## src/rtl/spi_master_engine.sv

```systemverilog
// SPI master: programmable frame width, sclk divider, CPOL/CPHA mode and ss guard times,
// with a start/busy/done handshake toward the host register logic.
module spi_master_engine #(
  parameter int DATA_W   = 16,
  parameter int CLKDIV   = 4,
  parameter int CPOL     = 1,
  parameter int CPHA     = 1,
  parameter int SS_SETUP = 2,
  parameter int SS_HOLD  = 2
) (
  input  logic              clk,
  input  logic              reset,
  input  logic              start,
  input  logic [DATA_W-1:0] txdata,
  output logic              busy,
  output logic              done,
  output logic [DATA_W-1:0] rxdata,
  output logic              sclk,
  output logic              ss,
  output logic              mosi,
  input  logic              miso
);

  // state | meaning
  // IDLE  | waiting for start; ss low, sclk at CPOL
  // SETUP | ss asserted, guard time before the first sclk edge
  // XFER  | 2*DATA_W sclk edges, shifting mosi out and miso in
  // HOLD  | guard time after the last sclk edge, ss still asserted
  localparam logic [1:0] IDLE  = 2'd0;
  localparam logic [1:0] SETUP = 2'd1;
  localparam logic [1:0] XFER  = 2'd2;
  localparam logic [1:0] HOLD  = 2'd3;

  localparam int DIV_W  = $clog2(CLKDIV + 1);
  localparam int EDGE_W = $clog2(2 * DATA_W + 1);
  localparam int GD_MAX = (SS_SETUP > SS_HOLD) ? SS_SETUP : SS_HOLD;
  localparam int GD_W   = $clog2(GD_MAX + 1);

  localparam logic [DIV_W-1:0]  DIV_TC    = DIV_W'(CLKDIV - 1);
  localparam logic [EDGE_W-1:0] EDGE_LAST = EDGE_W'(2 * DATA_W - 1);
  localparam logic [GD_W-1:0]   SETUP_LD  = GD_W'(SS_SETUP - 1);
  localparam logic [GD_W-1:0]   HOLD_LD   = GD_W'(SS_HOLD - 1);
  localparam logic              SCLK_IDLE = 1'(CPOL);

  logic [1:0]        state;
  logic [DIV_W-1:0]  div_cnt;
  logic [EDGE_W-1:0] edge_cnt;
  logic [GD_W-1:0]   gd_cnt;
  logic [DATA_W-1:0] tx_sh;
  logic [DATA_W-1:0] rx_sh;

  logic div_tc;
  logic last_edge;
  logic lead_edge;
  logic sample_edge;
  logic launch_edge;

  // edge_cnt holds the number of edges already made, so an even count means a leading edge
  assign div_tc      = (div_cnt == DIV_TC);
  assign last_edge   = (edge_cnt == EDGE_LAST);
  assign lead_edge   = ~edge_cnt[0];
  assign sample_edge = (CPHA == 0) ? lead_edge : ~lead_edge;
  assign launch_edge = (CPHA == 0) ? (~lead_edge & ~last_edge) : lead_edge;

  always_ff @(posedge clk or posedge reset) begin
    if (reset) begin
      state    <= IDLE;
      div_cnt  <= '0;
      edge_cnt <= '0;
      gd_cnt   <= '0;
      tx_sh    <= '0;
      rx_sh    <= '0;
      rxdata   <= '0;
      busy     <= 1'b0;
      done     <= 1'b0;
      sclk     <= SCLK_IDLE;
      ss       <= 1'b0;
      mosi     <= 1'b0;
    end else begin
      done <= 1'b0;
      case (state)
        IDLE: begin
          sclk <= SCLK_IDLE;
          if (start) begin
            state  <= SETUP;
            busy   <= 1'b1;
            ss     <= 1'b1;
            gd_cnt <= SETUP_LD;
            rx_sh  <= '0;
            // CPHA=0 presents the MSB before the first edge, so it leaves the shifter now
            if (CPHA == 0) begin
              tx_sh <= {txdata[DATA_W-2:0], 1'b0};
              mosi  <= txdata[DATA_W-1];
            end else begin
              tx_sh <= txdata;
              mosi  <= 1'b0;
            end
          end
        end
        SETUP: begin
          if (gd_cnt == '0) begin
            state    <= XFER;
            div_cnt  <= '0;
            edge_cnt <= '0;
          end else begin
            gd_cnt <= gd_cnt - 1'b1;
          end
        end
        XFER: begin
          if (div_tc) begin
            div_cnt  <= '0;
            sclk     <= ~sclk;
            edge_cnt <= edge_cnt + 1'b1;
            if (sample_edge) begin
              rx_sh <= {rx_sh[DATA_W-2:0], miso};
            end
            if (launch_edge) begin
              mosi  <= tx_sh[DATA_W-1];
              tx_sh <= {tx_sh[DATA_W-2:0], 1'b0};
            end
            if (last_edge) begin
              state  <= HOLD;
              gd_cnt <= HOLD_LD;
            end
          end else begin
            div_cnt <= div_cnt + 1'b1;
          end
        end
        HOLD: begin
          sclk <= SCLK_IDLE;
          if (gd_cnt == '0) begin
            state  <= IDLE;
            ss     <= 1'b0;
            busy   <= 1'b0;
            done   <= 1'b1;
            rxdata <= rx_sh;
            mosi   <= 1'b0;
          end else begin
            gd_cnt <= gd_cnt - 1'b1;
          end
        end
        default: begin
          state <= IDLE;
        end
      endcase
    end
  end

endmodule

```

## config.mk

```make
export PLATFORM = sky130hd
export DESIGN_NAME = spi_master_engine
export DESIGN_NICKNAME = d
export VERILOG_FILES = /design/src/rtl/spi_master_engine.sv
export SDC_FILE = /design/constraint.sdc
export NUM_CORES = 1
export LEC_CHECK = 0
export BUFFER_PORTS_ARGS = -buffer_cell sky130_fd_sc_hd__buf_2
export CAP_MARGIN = 20
export CORE_UTILIZATION = 41
export CTS_CLUSTER_SIZE = 28
export DETAILED_ROUTE_END_ITERATION = 12
export HOLD_SLACK_MARGIN = 0.15
export PLACE_DENSITY = 0.71
export SYNTH_ARGS = -nofsm -noshare
export SYNTH_HDL_FRONTEND = slang
export SYNTH_SLANG_ARGS = --single-unit
export TNS_END_PERCENT = 5
```

## constraint.sdc

```tcl
create_clock -name clk -period 3.65 [get_ports clk]
set_clock_uncertainty 0.2 [all_clocks]
set_input_delay 0.365 -clock clk [delete_from_list [all_inputs] [get_ports clk]]
set_output_delay 0.365 -clock clk [all_outputs]
set_load 0.01 [all_outputs]
```

**Yosys cells after proc, flatten, opt, wreduce, memory -nomap -nowiden**

Cells that the tools add are included.

- Reduce and logical (&&, ||, !) cells: 19
- Equal/unequal tests: 13
- Muxes and demuxes: 35
- Add/sub/neg operators: 3
- Bitwise gates (word level): 1

Operators with widths:

| operator | count |
|---|---|
| $mux 16 | 6 |
| $pmux 16 s2 | 2 |
| $mux 2 | 8 |
| $ne 2x2->1 const B | 8 |
| $mux 6 | 2 |
| $pmux 6 s2 | 1 |
| $reduce_and 4->1 | 3 |
| $reduce_and 5->1 | 2 |
| $mux 1 | 8 |
| $pmux 2 s4 | 1 |
| $reduce_bool 2->1 | 4 |
| $add 6x1->6 const B | 1 |
| $eq 6x5->1 const B | 1 |
| $mux 3 | 2 |
| $pmux 2 s3 | 1 |
| $pmux 3 s2 | 1 |
| $reduce_and 2->1 | 3 |
| $reduce_and 3->1 | 2 |
| $eq 2x2->1 const B | 2 |
| $logic_not 2->1 | 2 |
| $pmux 1 s2 | 2 |
| $reduce_or 2->1 | 2 |
| $add 3x1->3 const B | 1 |
| $eq 3x2->1 const B | 1 |
| 5 further kinds | 5 |

- Bits of input ports: 20
- Output and inout bits: 21
- Register bits after elaboration: 65

**Longest topological paths before layout**

- Word-level depth: 4
- Mapped depth: 8

**Worst setup path before layout**

OpenSTA, ideal clock, no wires.

- Kind: register -> register
- Start: register state[0]
- End: register rx_sh[10]
- Stages on the path, launching flop included: 8
- Buffers on the path: 2
- Arrival time: 1.696 ns
- Data required time: 3.385 ns
- Slack: 1.688 ns
- Path through: dfrtp_1 > inv_1 > ha_1 > nor2b_1 > buf_2 > nor3b_2 > buf_2 > a22o_1

- Word-level cells in the longest chain between the ends: 3

RTL lines:

| item | RTL line | RTL |
|---|---|---|
| start: declaration | 45 | `logic [1:0] state;` |
| start signal: assignment | 67 | `state <= IDLE;` |
| start signal: assignment | 85 | `state <= SETUP;` |
| start signal: assignment | 102 | `state <= XFER;` |
| $eq 2x2->1 / $logic_not 2->1 (equally long branches) | 81 | `case (state)` |
| $ne 2x2->1 (no line) / $reduce_bool 2->1 (equally long branches) | -- |  |
| $reduce_and 4->1 (no line) | -- |  |
| end signal: assignment | 115 | `rx_sh <= {rx_sh[DATA_W-2:0], miso};` |
| end: declaration | 50 | `logic [DATA_W-1:0] rx_sh;` |

Parallel ways exist; a longest one is shown, timed or not.
A chain may end at the register's enable or synchronous reset.

**Worst setup path in the final report**

- Start: register state[0]
- End: register edge_cnt[5]

- Word-level cells in the longest chain between the ends: 3

RTL lines:

| item | RTL line | RTL |
|---|---|---|
| $eq 2x1->1 / $eq 2x2->1 (equally long branches) | 81 |  |
| $ne 2x2->1 (no line) / $reduce_bool 2->1 (equally long branches) | -- |  |
| $reduce_and 3->1 (no line) | -- |  |
| end signal: assignment | 113 | `edge_cnt <= edge_cnt + 1'b1;` |
| end: declaration | 47 | `logic [EDGE_W-1:0] edge_cnt;` |

Parallel ways exist; a longest one is shown, timed or not.

==> results.json <==
{
  "synthFlopType": "dfrtp_1",
  "antenna_found_initial": 0,
  "cts_inserted_buffers": 9,
  "final.setup.tns_ps": 0,
  "p_switching_mw": 0.968,
  "fp-row-count": 30,
  "yosys.area.top_type": "dfrtp_1",
  "intPower_mw": 1.52,
  "reg2reg_depth": 6,
  "postCtsResizedCells": 0,
  "fmax_ghz": 0.395,
  "ant_nets": 0,
  "wirelength_mm": 5.87,
  "grt_pass1_vias": 2014,
  "synthesis.nets": 278,
  "area_growth_pct": 20.5,
  "route.vias.total": 2090,
  "grt_pass1_wl_mm": 9.66,
  "num_io_pins": 41,
  "crit_required_ps": 3720,
  "crit_fanout": 18,
  "cts_tree": "yes",
  "drv_slew": 0,
  "gr-total-overflow": 0,
  "power.density_nw_per_um2": 700,
  "antenna_cells": 0,
  "wl_per_cell_microns": 14.3,
  "die_x_microns": 86.9,
  "nFillCells": 613,
  "cts_max_path_buffers": 2,
  "ys_ff_latch": 65,
  "synth_seq_area_share_pct": 55.1,
  "cts_setup_buffers": 0,
  "finalCritPeriodShare_pct": 69.4,
  "worst_pin_slew_ps": 988,
  "critPathKind": "flip-flop to flip-flop",
  "share_comb_of_total_power_pct": 39.4,
  "place_area_sq_um": 3210,
  "dp_hpwl_mm": 3.60,
  "cts_max_level": 3,
  "clk_pin_slew_ps": 70,
  "seqCellArea_sq_um": 1630,
  "synth_enable_flop_cells": 0,
  "port_buffers": 40,
  "cts_hold_buf": 18,
  "fp.dieH_microns": 86.9,
  "status": "completed",
  "pwr-share-clk_pct": 21.1,
  "max_slew_margin_pct": 33.8,
  "vias_per_cell": 5.10,
  "synth_area_leaders": "dfrtp_1 (54%), mux2_2 (6.9%), a22o_1 (6.5%)",
  "drc_errors": 0,
  "startpoint_type": "flip-flop",
  "critPathTopFamily": "simple AND/OR/NAND/NOR gates",
  "setup_violations": 0,
  "place.gp.congestion": 0.795,
  "worstSkewPairLatency_ps": 340,
  "drive_gt1_share_pct": 27.1,
  "nets": 337,
  "synth_cell_types": 40,
  "rsz0062_at_grt": "false",
  "fin_crit_ps": 2530,
  "async_flop_share_pct": 100,
  "p_leak_nw": 1.70,
  "path_cells": "inv_1, ha_1, mux2i_1, a21o_1, or4b_1, nand3_1",
  "cts_num_sinks": 65,
  "final_common_cell": "dfrtp_1",
  "whs_path_depth": 3,
  "maxCapViolations": 0,
  "slowest_stage": "or4b_1",
  "first_iter_violations": 62,
  "syn-cell-area_sq_um": 2950,
  "final_cell_area_sq_um": 3560,
  "ir_drop_v": 0.000268,
  "cp_num_cells": 6,
  "cp.arrival_ps": 2600,
  "p_seq_share_pct": 39.6,
  "hold_viol_final": 0,
  "core_area_sq_um": 6870,
  "switching_share_pct": 38.9,
  "design.die.area_sq_um": 7550,
  "hold_class": "primary input to flip-flop",
  "netlist_instances": 251,
  "gr-usage-all-layers_pct": 17.2,
  "drtPass1Iterations": 4,
  "cts_root_buffer": "clkbuf_8",
  "multi_input_area_sq_um": 1210,
  "endpoint_kind": "flip-flop",
  "layout_common_cells": "dfrtp_1 (64), buf_2 (40), a22o_1 (22)",
  "syn_area_per_cell_sq_um": 11.8,
  "crit_buf_inv": 1,
  "synth_top_area_share_pct": 54.2,
  "grt_max_degree": 37,
  "yosysWarnings": 0,
  "cp_slowest_stage_delay_ps": 540,
  "initial_core_util_pct": 43.0
}
## worst min-delay path, delay by kind of cell
family / cells / cell delay, ps
mux: 1 / 130
buf+inv: 1 / 100
compound gates: 1 / 100
## power groups by stage
stage / sequential, mW / clock [mW] / combinational [mW]
5_1_grt: 1.00 / 0.575 / 1.10
2_1_floorplan: 0.974 / 0 / 0.838
4_1_cts: 0.983 / 0.545 / 0.981
6_report: 0.985 / 0.525 / 0.981
3_3_place_gp: 0.988 / 0 / 0.934
3_5_place_dp: 0.994 / 0 / 0.959
## synthesized netlist by cell type (all sizes together) (2+ instances only)
cell type	number
dfrtp	64
a22o	22
nor2	21
a21oi	18
mux2	18
mux2i	16
buf	12
nand2	12
o21ai	12
inv	8
ha	7
nand2b	6
nand3	5
nor2b	5
a211oi	2
a31oi	2
nor3	2
o41a	2
or2	2
## metal layers
| layer | wire length [microns] | up-vias | global-route usage [%] |
|---|---|---|---|
| met4 | 73 | 0 | 6.21 |
| li1 | - | 1018 | - |
| met1 | 2870 | 1021 | 22.7 |
| met2 | 2660 | 42 | 25.8 |
| met5 | 0 | - | 0 |
| met3 | 265 | 9 | 6.54 |
## cells by family after synthesis
kind of cell | share of synthesized area, %
AO/OA/AOI/OAI | 15.8
flip-flops | 55.1
AND/OR/NAND/NOR | 9.91
multiplexers | 12.3
buffers and inverters | 3.94
adder cells (fa/ha/maj) | 2.96
## metrics by stage
stage	instances	hold WS [ps]	setup slack, ps	total power, mW	utilization [%]
final	410	193	1120	2.49	51.8
after global routing	410	231	944	2.68	51.8
after CTS	410	151	1140	2.51	51.8
after detailed placement	377	288	1190	1.95	46.7
after global placement	377	286	1260	1.92	46.7
after floorplan	251	261	1460	1.81	-
## final cells by class
type / count / share of cell area [%]
clock inverter: 6 / 1.23
inverter: 8 / 0.844
multi-input combinational: 165 / 34.0
sequential: 65 / 45.7
clock buffer: 9 / 3.48
timing repair buffer: 61 / 11.3
tap: 96 / 3.38
## flip-flops by register name, indices dropped and copies added, names as in the netlist
name / cells
rx_sh: 16
edge_cnt: 6
div_cnt: 3
gd_cnt: 2
state: 2
sclk: 1
tx_sh: 16
mosi: 1
done: 1
ss: 1
rxdata: 16
## path summary, 6_finish.rpt
| path | start | to | slack (ps) |
|---|---|---|---|
| setup / recovery | state[0]$_DFFE_PP0P_ | edge_cnt[5]$_DFFE_PP0P_ | 1120 |
| hold / removal | txdata[8] | tx_sh[8]$_DFFE_PP0P_ | 190 |
| setup reg to reg | state[0]$_DFFE_PP0P_ | edge_cnt[5]$_DFFE_PP0P_ | 1120 |
| hold reg to reg | div_cnt[0]$_DFFE_PP0P_ | div_cnt[0]$_DFFE_PP0P_ | 300 |
| max in group asynchronous | reset | edge_cnt[2]$_DFFE_PP0P_ | 1860 |
| min in group asynchronous | reset | rxdata[14]$_DFFE_PP0P_ | 510 |
No activity file was read; power rests on OpenSTA's default activity.
